--- src/rtl/pipelined_nand_adder.sv ---
// Pipelined ripple-carry adder built from 9-NAND full-adder slices, with a
// valid/ready handshake and a whole-pipe stall.
module pipelined_nand_adder #(
  parameter int unsigned WIDTH  = 16,
  parameter int unsigned STAGES = 4,
  parameter bit          SIGNED = 1'b0
) (
  input  logic             clk,
  input  logic             rst_n,
  input  logic             in_valid,
  output logic             in_ready,
  input  logic [WIDTH-1:0] a,
  input  logic [WIDTH-1:0] b,
  input  logic             cin,
  output logic             out_valid,
  input  logic             out_ready,
  output logic [WIDTH-1:0] sum,
  output logic             cout,
  output logic             ovf
);

  localparam int unsigned SEG = WIDTH / STAGES;

  if (WIDTH < 2 || STAGES < 1 || STAGES > WIDTH || (WIDTH % STAGES) != 0) begin : g_param_check
    $fatal(1, "pipelined_nand_adder: WIDTH must be >= 2 and a multiple of STAGES (1..WIDTH)");
  end

  // Full adder in the classic nine two-input NAND form; returns {carry, sum}.
  function automatic logic [1:0] nand_fa(input logic x, input logic y, input logic ci);
    logic n1, n2, n3, n4, n5, n6, n7;
    n1 = ~(x & y);
    n2 = ~(x & n1);
    n3 = ~(y & n1);
    n4 = ~(n2 & n3);
    n5 = ~(n4 & ci);
    n6 = ~(n4 & n5);
    n7 = ~(ci & n5);
    return {~(n1 & n5), ~(n6 & n7)};
  endfunction

  logic stall;
  logic advance;

  assign stall    = out_valid & ~out_ready;
  assign advance  = ~stall;
  assign in_ready = advance;

  for (genvar k = 0; k < STAGES; k++) begin : g_stage
    localparam int unsigned LO = k * SEG;
    localparam int unsigned HI = LO + SEG;

    // Operand bits not yet summed, with bit LO at index 0.
    logic [WIDTH-LO-1:0] a_src;
    logic [WIDTH-LO-1:0] b_src;
    logic                v_in;
    logic                c_in;
    logic [SEG-1:0]      seg_s;
    logic [SEG:0]        c;
    logic [HI-1:0]       s_d;

    logic                v_q;
    logic                c_q;
    logic [HI-1:0]       s_q;

    if (k == 0) begin : g_src
      assign v_in  = in_valid;
      assign c_in  = cin;
      assign a_src = a;
      assign b_src = b;
      assign s_d   = seg_s;
    end else begin : g_src
      assign v_in  = g_stage[k-1].v_q;
      assign c_in  = g_stage[k-1].c_q;
      assign a_src = g_stage[k-1].g_fwd.a_q;
      assign b_src = g_stage[k-1].g_fwd.b_q;
      assign s_d   = {seg_s, g_stage[k-1].s_q};
    end

    always_comb begin
      seg_s = '0;
      c[0]  = c_in;
      for (int i = 0; i < int'(SEG); i++) begin
        {c[i+1], seg_s[i]} = nand_fa(a_src[i], b_src[i], c[i]);
      end
    end

    // Data only loads with a valid token, so bubbles leave the last result in place.
    always_ff @(posedge clk) begin
      if (!rst_n) begin
        v_q <= 1'b0;
        c_q <= 1'b0;
        s_q <= '0;
      end else if (advance) begin
        v_q <= v_in;
        if (v_in) begin
          c_q <= c[SEG];
          s_q <= s_d;
        end
      end
    end

    if (k < STAGES - 1) begin : g_fwd
      logic [WIDTH-HI-1:0] a_q;
      logic [WIDTH-HI-1:0] b_q;

      always_ff @(posedge clk) begin
        if (!rst_n) begin
          a_q <= '0;
          b_q <= '0;
        end else if (advance && v_in) begin
          a_q <= a_src[WIDTH-LO-1:SEG];
          b_q <= b_src[WIDTH-LO-1:SEG];
        end
      end
    end else begin : g_last
      logic ovf_q;

      // c[SEG-1] is the carry into the MSB of the whole word.
      always_ff @(posedge clk) begin
        if (!rst_n) begin
          ovf_q <= 1'b0;
        end else if (advance && v_in) begin
          ovf_q <= SIGNED ? (c[SEG-1] ^ c[SEG]) : c[SEG];
        end
      end
    end
  end

  assign out_valid = g_stage[STAGES-1].v_q;
  assign sum       = g_stage[STAGES-1].s_q;
  assign cout      = g_stage[STAGES-1].c_q;
  assign ovf       = g_stage[STAGES-1].g_last.ovf_q;

endmodule

--- config.mk ---
export PLATFORM = sky130hd
export DESIGN_NAME = pipelined_nand_adder
export DESIGN_NICKNAME = d
export VERILOG_FILES = /design/src/rtl/pipelined_nand_adder.sv
export SDC_FILE = /design/constraint.sdc
export NUM_CORES = 1
export LEC_CHECK = 0
export ABC_AREA = 1
export BUFFER_PORTS_ARGS = -buffer_cell sky130_fd_sc_hd__buf_4
export CORE_MARGIN = 2
export CORE_UTILIZATION = 52
export CTS_CLUSTER_DIAMETER = 120
export DETAILED_ROUTE_END_ITERATION = 10
export PLACE_DENSITY = 0.83
export SLEW_MARGIN = 30
export SYNTH_ARGS = -nofsm -noshare
export SYNTH_HDL_FRONTEND = slang
export SYNTH_SLANG_ARGS = --single-unit
--- constraint.sdc ---
create_clock -name clk -period 1.9 [get_ports clk]
set_input_delay 0.285 -clock clk [delete_from_list [all_inputs] [get_ports clk]]
set_output_delay 0.285 -clock clk [all_outputs]
set_load 0.005 [all_outputs]
After elaboration in Yosys (flattened, before gate mapping)
Cells that the tools add are included.

Bitwise gates (word level): 291. Reductions and logical operators: 8.

Operator list (count): $not A1 Y1 (146); $and A1 B1 Y1 (145); $reduce_and A2 Y1 (4); $logic_and A1 B1 Y1 (4).

Word-level logic and storage cells: 318. Register bits: 97.

Logic depth before layout (Yosys ltp)
Gate-level depths: netlist of the first run.

Depth after elaboration: 24. Depth in mapped cells: 10.

Least setup slack after synthesis of the first run
No wires, ideal clock.

Path type: register to register. Start point: reg g_stage[0].c_q. End point: reg g_stage[1].s_q[7]. Cell stages (with the launch flop): 11. Arrival: 1938 ps. Period minus slack after synthesis: 2002 ps. Setup slack: -102 ps. Cell sequence: dfxtp_1 inv_1 fa_1 inv_1 fa_1 fa_1 inv_1 fa_1 nand3_1 nand2_1 nor2_1.

Word-level cells in the longest chain between the ends: 18. Elaborated cells between the ends (all ways): 20.

RTL lines: start, declared (line 62) `logic c_q;`; start signal, assigned (line 96) `c_q <= c[SEG];`; $and A1 B1 Y1 (*) (line 35) `n5 = ~(n4 & ci);`; $not A1 Y1 (*) (line 35); $and A1 B1 Y1 (*) (line 38) `return {~(n1 & n5), ~(n6 & n7)};`; $not A1 Y1 (*) (line 38); $and A1 B1 Y1 (*) (line 35); $not A1 Y1 (*) (line 35); $and A1 B1 Y1 (*) (line 38); $not A1 Y1 (*) (line 38); (+2 left out); $and A1 B1 Y1 (*) (line 38); $not A1 Y1 (*) (line 38); $and A1 B1 Y1 (line 35); $not A1 Y1 (line 35); $and A1 B1 Y1 (on tied branches) (line 36, 37); $not A1 Y1 (on tied branches) (line 36, 37); $and A1 B1 Y1 (*) (line 38); $not A1 Y1 (*) (line 38); end signal, assigned (line 92) `s_q <= '0;`; end signal, assigned (line 97) `s_q <= s_d;`; end, declared (line 63) `logic [HI-1:0] s_q;`.

Mark *: on every way between the ends. The rest lies on a longest branch, timed or not. A chain may end at the register's enable or synchronous reset.

Final worst setup path of the first run
Start point: reg g_stage[1].c_q. End point: reg g_stage[2].s_q[11].

Word-level cells in the longest chain between the ends: 18. Elaborated cells between the ends (all ways): 20.

RTL lines (line): start, declared (62); start signal, assigned (96); $and A1 B1 Y1 (*) (35); $not A1 Y1 (*) (35); $and A1 B1 Y1 (*) (38); $not A1 Y1 (*) (38); $and A1 B1 Y1 (*) (35); $not A1 Y1 (*) (35); $and A1 B1 Y1 (*) (38); $not A1 Y1 (*) (38); (+2 left out); $and A1 B1 Y1 (*) (38); $not A1 Y1 (*) (38); $and A1 B1 Y1 (35); $not A1 Y1 (35); $and A1 B1 Y1 (on tied branches) (36, 37); $not A1 Y1 (on tied branches) (36, 37); $and A1 B1 Y1 (*) (38); $not A1 Y1 (*) (38); end signal, assigned (92); end signal, assigned (97); end, declared (63).

Marked as above.

==> results of run 1 <==
[per-stage QoR]
step	hold slack, ps	setup TNS, ps
finish	240	-525
global route	255	-1040
CTS	228	-604
detailed placement	468	-874
global placement	459	-536
floorplan	452	-192
[layer usage]
metal  vias up  track usage (%)  part of all wire (%)
li1       2056                -                     -
met1      1707             21.9                    47
met2        80             32.3                    48
met3         8             4.15                   4.6
met4         0             5.34                   1.2
met5         -                0                     0
[placed cells by master, fill, tap and decap left out]
master       n
inv_1       97
a21oi_1     96
nand2_1     95
nor2_1      92
nand3_1     90
dfxtp_1     88
buf_4       61
inv_2       14
fa_2        13
clkbuf_8    10
dfxtp_2      8
nand3_2      5
fa_1         3
buf_12       3
bufinv_16    2
nand2_8      1
clkinv_4     1
clkinv_2     1
clkinvlp_4   1
[tightest hold or removal path, stage by stage]
cell and delay (ps):
buf_4 80, inv_1 30, nand3_1 60, nand2_1 40, nor2_1 70
[kinds of logic (layout without fill, tap and decap cells)]
family,after synthesis,count (layout),synth area share (%)
compound gates,96,96,10.4
simple gates,283,283,25.7
fa+ha+maj,16,16,6.95
buf+inv,164,190,15.2
flops,96,96,41.7
[sequential cells by signal (all words and copies together) (netlist names)]
register           flops
out_valid              1
g_stage.c_q            3
g_stage.v_q            3
g_stage.g_fwd.b_q     24
cout                   1
g_stage.g_fwd.a_q     24
g_stage.s_q           24
sum                   16
[worst paths after layout]
check,startpoint,endpoint,slack (ps)
hold / removal,b[11],g_stage[0].g_fwd.b_q[7]$_SDFFE_PN0P_,240
hold reg to reg,g_stage[1].g_fwd.b_q[7]$_SDFFE_PN0P_,g_stage[1].g_fwd.b_q[7]$_SDFFE_PN0P_,480
setup reg to reg,g_stage[1].c_q$_SDFFE_PN0P_,g_stage[2].s_q[11]$_SDFFE_PN0P_,-160
setup / recovery,g_stage[1].c_q$_SDFFE_PN0P_,g_stage[2].s_q[11]$_SDFFE_PN0P_,-160
[layout make-up]
cell class                 instances  share of cell area [%]
clock buffer                      10                    2.61
clock inverter                     5                    1.54
inverter                         111                    7.90
multi-input combinational        395                    39.0
sequential                        96                    36.6
tap                              108                    2.56
timing repair buffer              64                    9.82
[power by group through the flow]
| stage | clock (mW) | combinational [mW] | sequential (mW) |
|---|---|---|---|
| after detailed placement | 0 | 0.567 | 2.25 |
| after CTS | 1.48 | 0.573 | 2.21 |
| after global routing | 1.57 | 0.676 | 2.23 |
| after floorplan | 0 | 0.419 | 2.24 |
| after global placement | 0 | 0.548 | 2.25 |
| final | 1.44 | 0.578 | 2.21 |
[repair_timing]
action	4_1_cts	5_1_grt
pin swaps	4	4
resized for setup	21	12
cloned	0	0
hold endpoints to repair	0	0
hold buffers	0	0
endpoints found under the setup margin	7	9
==> flow_summary.json, run 1 <==
{
  "combPwrFrac_pct": 13.7,
  "area_delta_synth_final_pct": 14.6,
  "drtIter0Drc": 211,
  "ios": 57,
  "ys_seq_area_share_pct": 41.7,
  "synth_area_mm2": 0.00461,
  "p_per_area_mw_per_mm2": 801,
  "endpoint_kind": "flop",
  "timing.fmax_mhz": 484,
  "cts_tree": "yes",
  "syn_nets": 708,
  "ir_worst_vdd_uv": 415,
  "switching_share_pct": 25.1,
  "fin_area_mm2": 0.00528,
  "regArea_mm2": 0.00193,
  "syn_area_per_cell_um2": 7.03,
  "antenna_left": 0,
  "drv_cap": 0,
  "async_reset_ff_share_pct": 0,
  "vias_per_cell": 4.88,
  "first_pass_iters": 4,
  "port_buffers": 56,
  "critical_path_required_ps": 2200,
  "fp-row-count": 34,
  "max-clock-path-buffers": 2,
  "post_dp_cell_area_mm2": 0.00501,
  "cp_slowest_cell": "fa_1",
  "status": "complete, but fails checks",
  "post_drt_wl_per_cell_um": 10.5,
  "grt_max_degree": 75,
  "postRouteWirelength_um": 8320,
  "netlist.area_leader.share_pct": 41.7,
  "insertion_delay_ps": 360,
  "skew_ps": 8.07,
  "via_count": 3851,
  "root_buffer": "clkbuf_8",
  "violations": "negative setup slack",
  "drc_errors": 0,
  "startpoint_type": "flop",
  "arrival_ps": 2360,
  "drv_slew": 0,
  "power_frac_seq_pct": 52.2,
  "holdCritPathClass": "primary input to flop",
  "synth_warnings": 0,
  "post_cts_buffers": 0,
  "setup_slack_ps": -164,
  "switchingPower_mw": 1.06,
  "cp_cell_sequence": "inv_2 > fa_2 > inv_2 > fa_2 > fa_2 > inv_2 > fa_1 > nand3_1 > nand2_1 > nor2_1",
  "path_depth": 10,
  "critPathBufInv": 3,
  "cts_inserted_buffers": 9,
  "synth_area_leaders": "dfxtp_1 42%, a21oi_1 10%, nand3_1 10%, inv_1 9.0%, nand2_1 7.7%",
  "hold_violations": 0,
  "fin_util_pct": 61.1,
  "dp.cells": 774,
  "crit_family": "adder cells",
  "antenna_found_initial": 0,
  "setup_violations": 4,
  "p_int_mw": 3.17,
  "grt_overflow": 0,
  "power_mw": 4.23,
  "ys_seq_elements": 96,
  "grt_usage_pct": 18.2,
  "cp_max_fo": 2,
  "htreeDepth": 3,
  "layout_min_cycle_time_ps": 2060,
  "synth.distinct_cells": 13,
  "core_mm2": 0.00864,
  "min_path_cells": 5,
  "multi_input_area_mm2": 0.00206,
  "num_antenna_cells": 0,
  "reg2reg_depth": 10,
  "dpl_worst_slack_ps": -210,
  "die_area_mm2": 0.00963,
  "min_period_over_period_pct": 109,
  "tightest_slew_ps": 528,
  "synth_commonest_cells": "111 x inv_1, 96 x a21oi_1, 96 x dfxtp_1",
  "synth_most_common_cell": "inv_1",
  "dp_hpwl_um": 5480,
  "critical_path.max_stage_delay_ps": 400,
  "synthCells": 655,
  "drive_gt1_share_pct": 17.6,
  "die_w_um": 98.1,
  "path_clk_slew_ps": 90,
  "final_nets": 730,
  "gp_congestion": 0.762,
  "grt_pass1_vias": 3538,
  "final-instance-count-excl-fill": 789,
  "grt_first_pass_wirelength_um": 14800,
  "leakage_nw": 2.43,
  "rsz0062_at_grt": "true",
  "fillers": 777,
  "critPathKind": "flop to flop",
  "synth_top_cell_by_area": "dfxtp_1",
  "synth_edf_count": 0,
  "slew_headroom_pct": 64.8,
  "initial_core_util_pct": 53.3,
  "die_h_um": 98.1,
  "p_clk_share_pct": 34.1,
  "ys.flop_type": "dfxtp_1",
  "clock_sinks": 96
}
No activity file was read; power rests on OpenSTA's default activity.
==> run 2: changes to the inputs <==
--- a/config.mk
+++ b/config.mk
@@ -7,11 +7,14 @@
 export LEC_CHECK = 0
 export ABC_AREA = 1
 export BUFFER_PORTS_ARGS = -buffer_cell sky130_fd_sc_hd__buf_4
+export CELL_PAD_IN_SITES_DETAIL_PLACEMENT = 1
+export CELL_PAD_IN_SITES_GLOBAL_PLACEMENT = 2
 export CORE_MARGIN = 2
-export CORE_UTILIZATION = 52
+export CORE_UTILIZATION = 29
 export CTS_CLUSTER_DIAMETER = 120
 export DETAILED_ROUTE_END_ITERATION = 10
-export PLACE_DENSITY = 0.83
+export PLACE_DENSITY = 0.82
+export SKIP_CTS_REPAIR_TIMING = 1
 export SLEW_MARGIN = 30
 export SYNTH_ARGS = -nofsm -noshare
 export SYNTH_HDL_FRONTEND = slang
==> flow_summary.json, run 2 (synthesized netlist as in run 1, its figures left out) <==
{
  "core_mm2": 0.0157,
  "ios": 57,
  "cts_tree": "yes",
  "die_w_um": 130,
  "tns_ps": -549,
  "power_mw": 4.86,
  "layout_min_cycle_time_ps": 2070,
  "setup_slack_ps": -168,
  "area_delta_synth_final_pct": 20.0,
  "insertion_delay_ps": 350,
  "tightest_slew_ps": 575,
  "cts_inserted_buffers": 9,
  "fp-row-count": 46,
  "drc_errors": 0,
  "grt_pass1_vias": 3956,
  "clock_sinks": 96,
  "initial_core_util_pct": 29.3,
  "holdPathEnd": "g_stage[0].g_fwd.b_q[2]$_SDFFE_PN0P_",
  "leakage_nw": 2.49,
  "grt_first_pass_wirelength_um": 17900,
  "dpl_worst_slack_ps": -205,
  "min_period_over_period_pct": 109,
  "num_antenna_cells": 0,
  "reg.largest.list": "g_stage.g_fwd.a_q (24), g_stage.g_fwd.b_q (24), g_stage.s_q (24)",
  "endpoint_kind": "flop",
  "drv_cap": 0,
  "skew_ps": 6.29,
  "arrival_ps": 2310,
  "antenna_found_initial": 0,
  "vias_per_cell": 4.31,
  "via_count": 3879,
  "slew_headroom_pct": 61.6,
  "post_dp_cell_area_mm2": 0.00514,
  "startpoint_type": "flop",
  "grt_usage_pct": 13.2,
  "root_buffer": "clkbuf_16",
  "htreeDepth": 3,
  "post_drt_wl_per_cell_um": 11.7,
  "grt_overflow": 0,
  "holdCritPathClass": "primary input to flop",
  "drv_slew": 0,
  "violations": "negative setup slack",
  "fillers": 1969,
  "r2r-end": "sum[15]$_SDFFE_PN0P_",
  "timing.fmax_mhz": 484,
  "r2r_start": "g_stage[2].c_q$_SDFFE_PN0P_",
  "regArea_mm2": 0.00193,
  "first_pass_iters": 4,
  "drive_gt1_share_pct": 17.5,
  "multi_input_area_mm2": 0.00205,
  "path_clk_slew_ps": 70,
  "grt_max_degree": 61,
  "critPathKind": "flop to flop",
  "final_cell_mix": "97 x inv_1, 96 x a21oi_1, 94 x nand2_1",
  "fin_area_mm2": 0.00553,
  "die_area_mm2": 0.0169,
  "fin_util_pct": 35.2,
  "ir_worst_vdd_uv": 461,
  "antenna_left": 0,
  "final-instance-count-excl-fill": 900,
  "hold_violations": 0,
  "max-clock-path-buffers": 2,
  "p_per_area_mw_per_mm2": 880,
  "fin_hold_ws_ps": 252,
  "setup_violations": 4,
  "dp.cells": 884,
  "rsz0062_at_grt": "true",
  "postRouteWirelength_um": 10500,
  "critical_path_required_ps": 2140,
  "gp_congestion": 0.694,
  "final_nets": 732,
  "drtIter0Drc": 99,
  "dp_hpwl_um": 7090,
  "r2r_setup_slack_ps": -170,
  "cp_max_fo": 2,
  "final_common_cell": "inv_1",
  "min_path_cells": 5,
  "min-delay-start": "b[6]",
  "die_h_um": 130,
  "reg2reg_depth": 10,
  "status": "complete, but fails checks",
  "port_buffers": 56
}
==> run 2: cell types whose count changed in the layout (fill, tap and decap cells not counted), sizes merged <==
cell    change
bufinv      +1
buf         +2
==> run 2: routing by layer <==
layer | track usage (%) | vias to the layer above | routed length, µm
met1 | 15.8 | 1759 | 5020
met4 | 6.26 | 0 | 193
met5 | 0 | - | 0
met3 | 2.34 | 12 | 306
met2 | 22.9 | 54 | 5020
li1 | - | 2054 | -
==> run 2: worst max path at each step <==
| stage | slack, ps | startpoint | cells after the start | endpoint |
|---|---|---|---|---|
| final | -170 | g_stage[2].c_q$_SDFFE_PN0P_ | 10 | sum[15]$_SDFFE_PN0P_ |
| after global placement | -180 | a[0] | 11 | g_stage[0].s_q[3]$_SDFFE_PN0P_ |
| after CTS | -210 | g_stage[0].c_q$_SDFFE_PN0P_ | 10 | g_stage[1].s_q[7]$_SDFFE_PN0P_ |
| after global routing | -280 | g_stage[2].g_fwd.b_q[0]$_SDFFE_PN0P_ | 10 | sum[15]$_SDFFE_PN0P_ |
| after floorplan | -60 | g_stage[0].c_q$_SDFFE_PN0P_ | 10 | g_stage[1].s_q[7]$_SDFFE_PN0P_ |
| after detailed placement | -200 | a[0] | 11 | g_stage[0].s_q[3]$_SDFFE_PN0P_ |
==> run 2: layout make-up <==
type / count / area share, %
multi-input cells: 395 / 37.1
flip-flops and latches: 96 / 34.9
repair buffers: 66 / 9.42
inverters: 111 / 7.54
well taps: 216 / 4.89
clock buffers: 10 / 4.14
clock inverters: 6 / 1.95
==> run 2: power by group <==
part           total [mW]  internal [mW]  switching, mW
Clock                2.06           1.28          0.776
Sequential           2.21           2.14         0.0747
Combinational       0.592          0.264          0.328
Total                4.86           3.68           1.18
==> run 2: critical path: stages (launching register included) <==
cell	delay, ps
dfxtp_2	340
inv_2	40
fa_1	420
inv_2	70
fa_2	200
fa_2	190
inv_2	40
fa_1	470
nand3_1	70
nand2_1	70
nor2_1	50
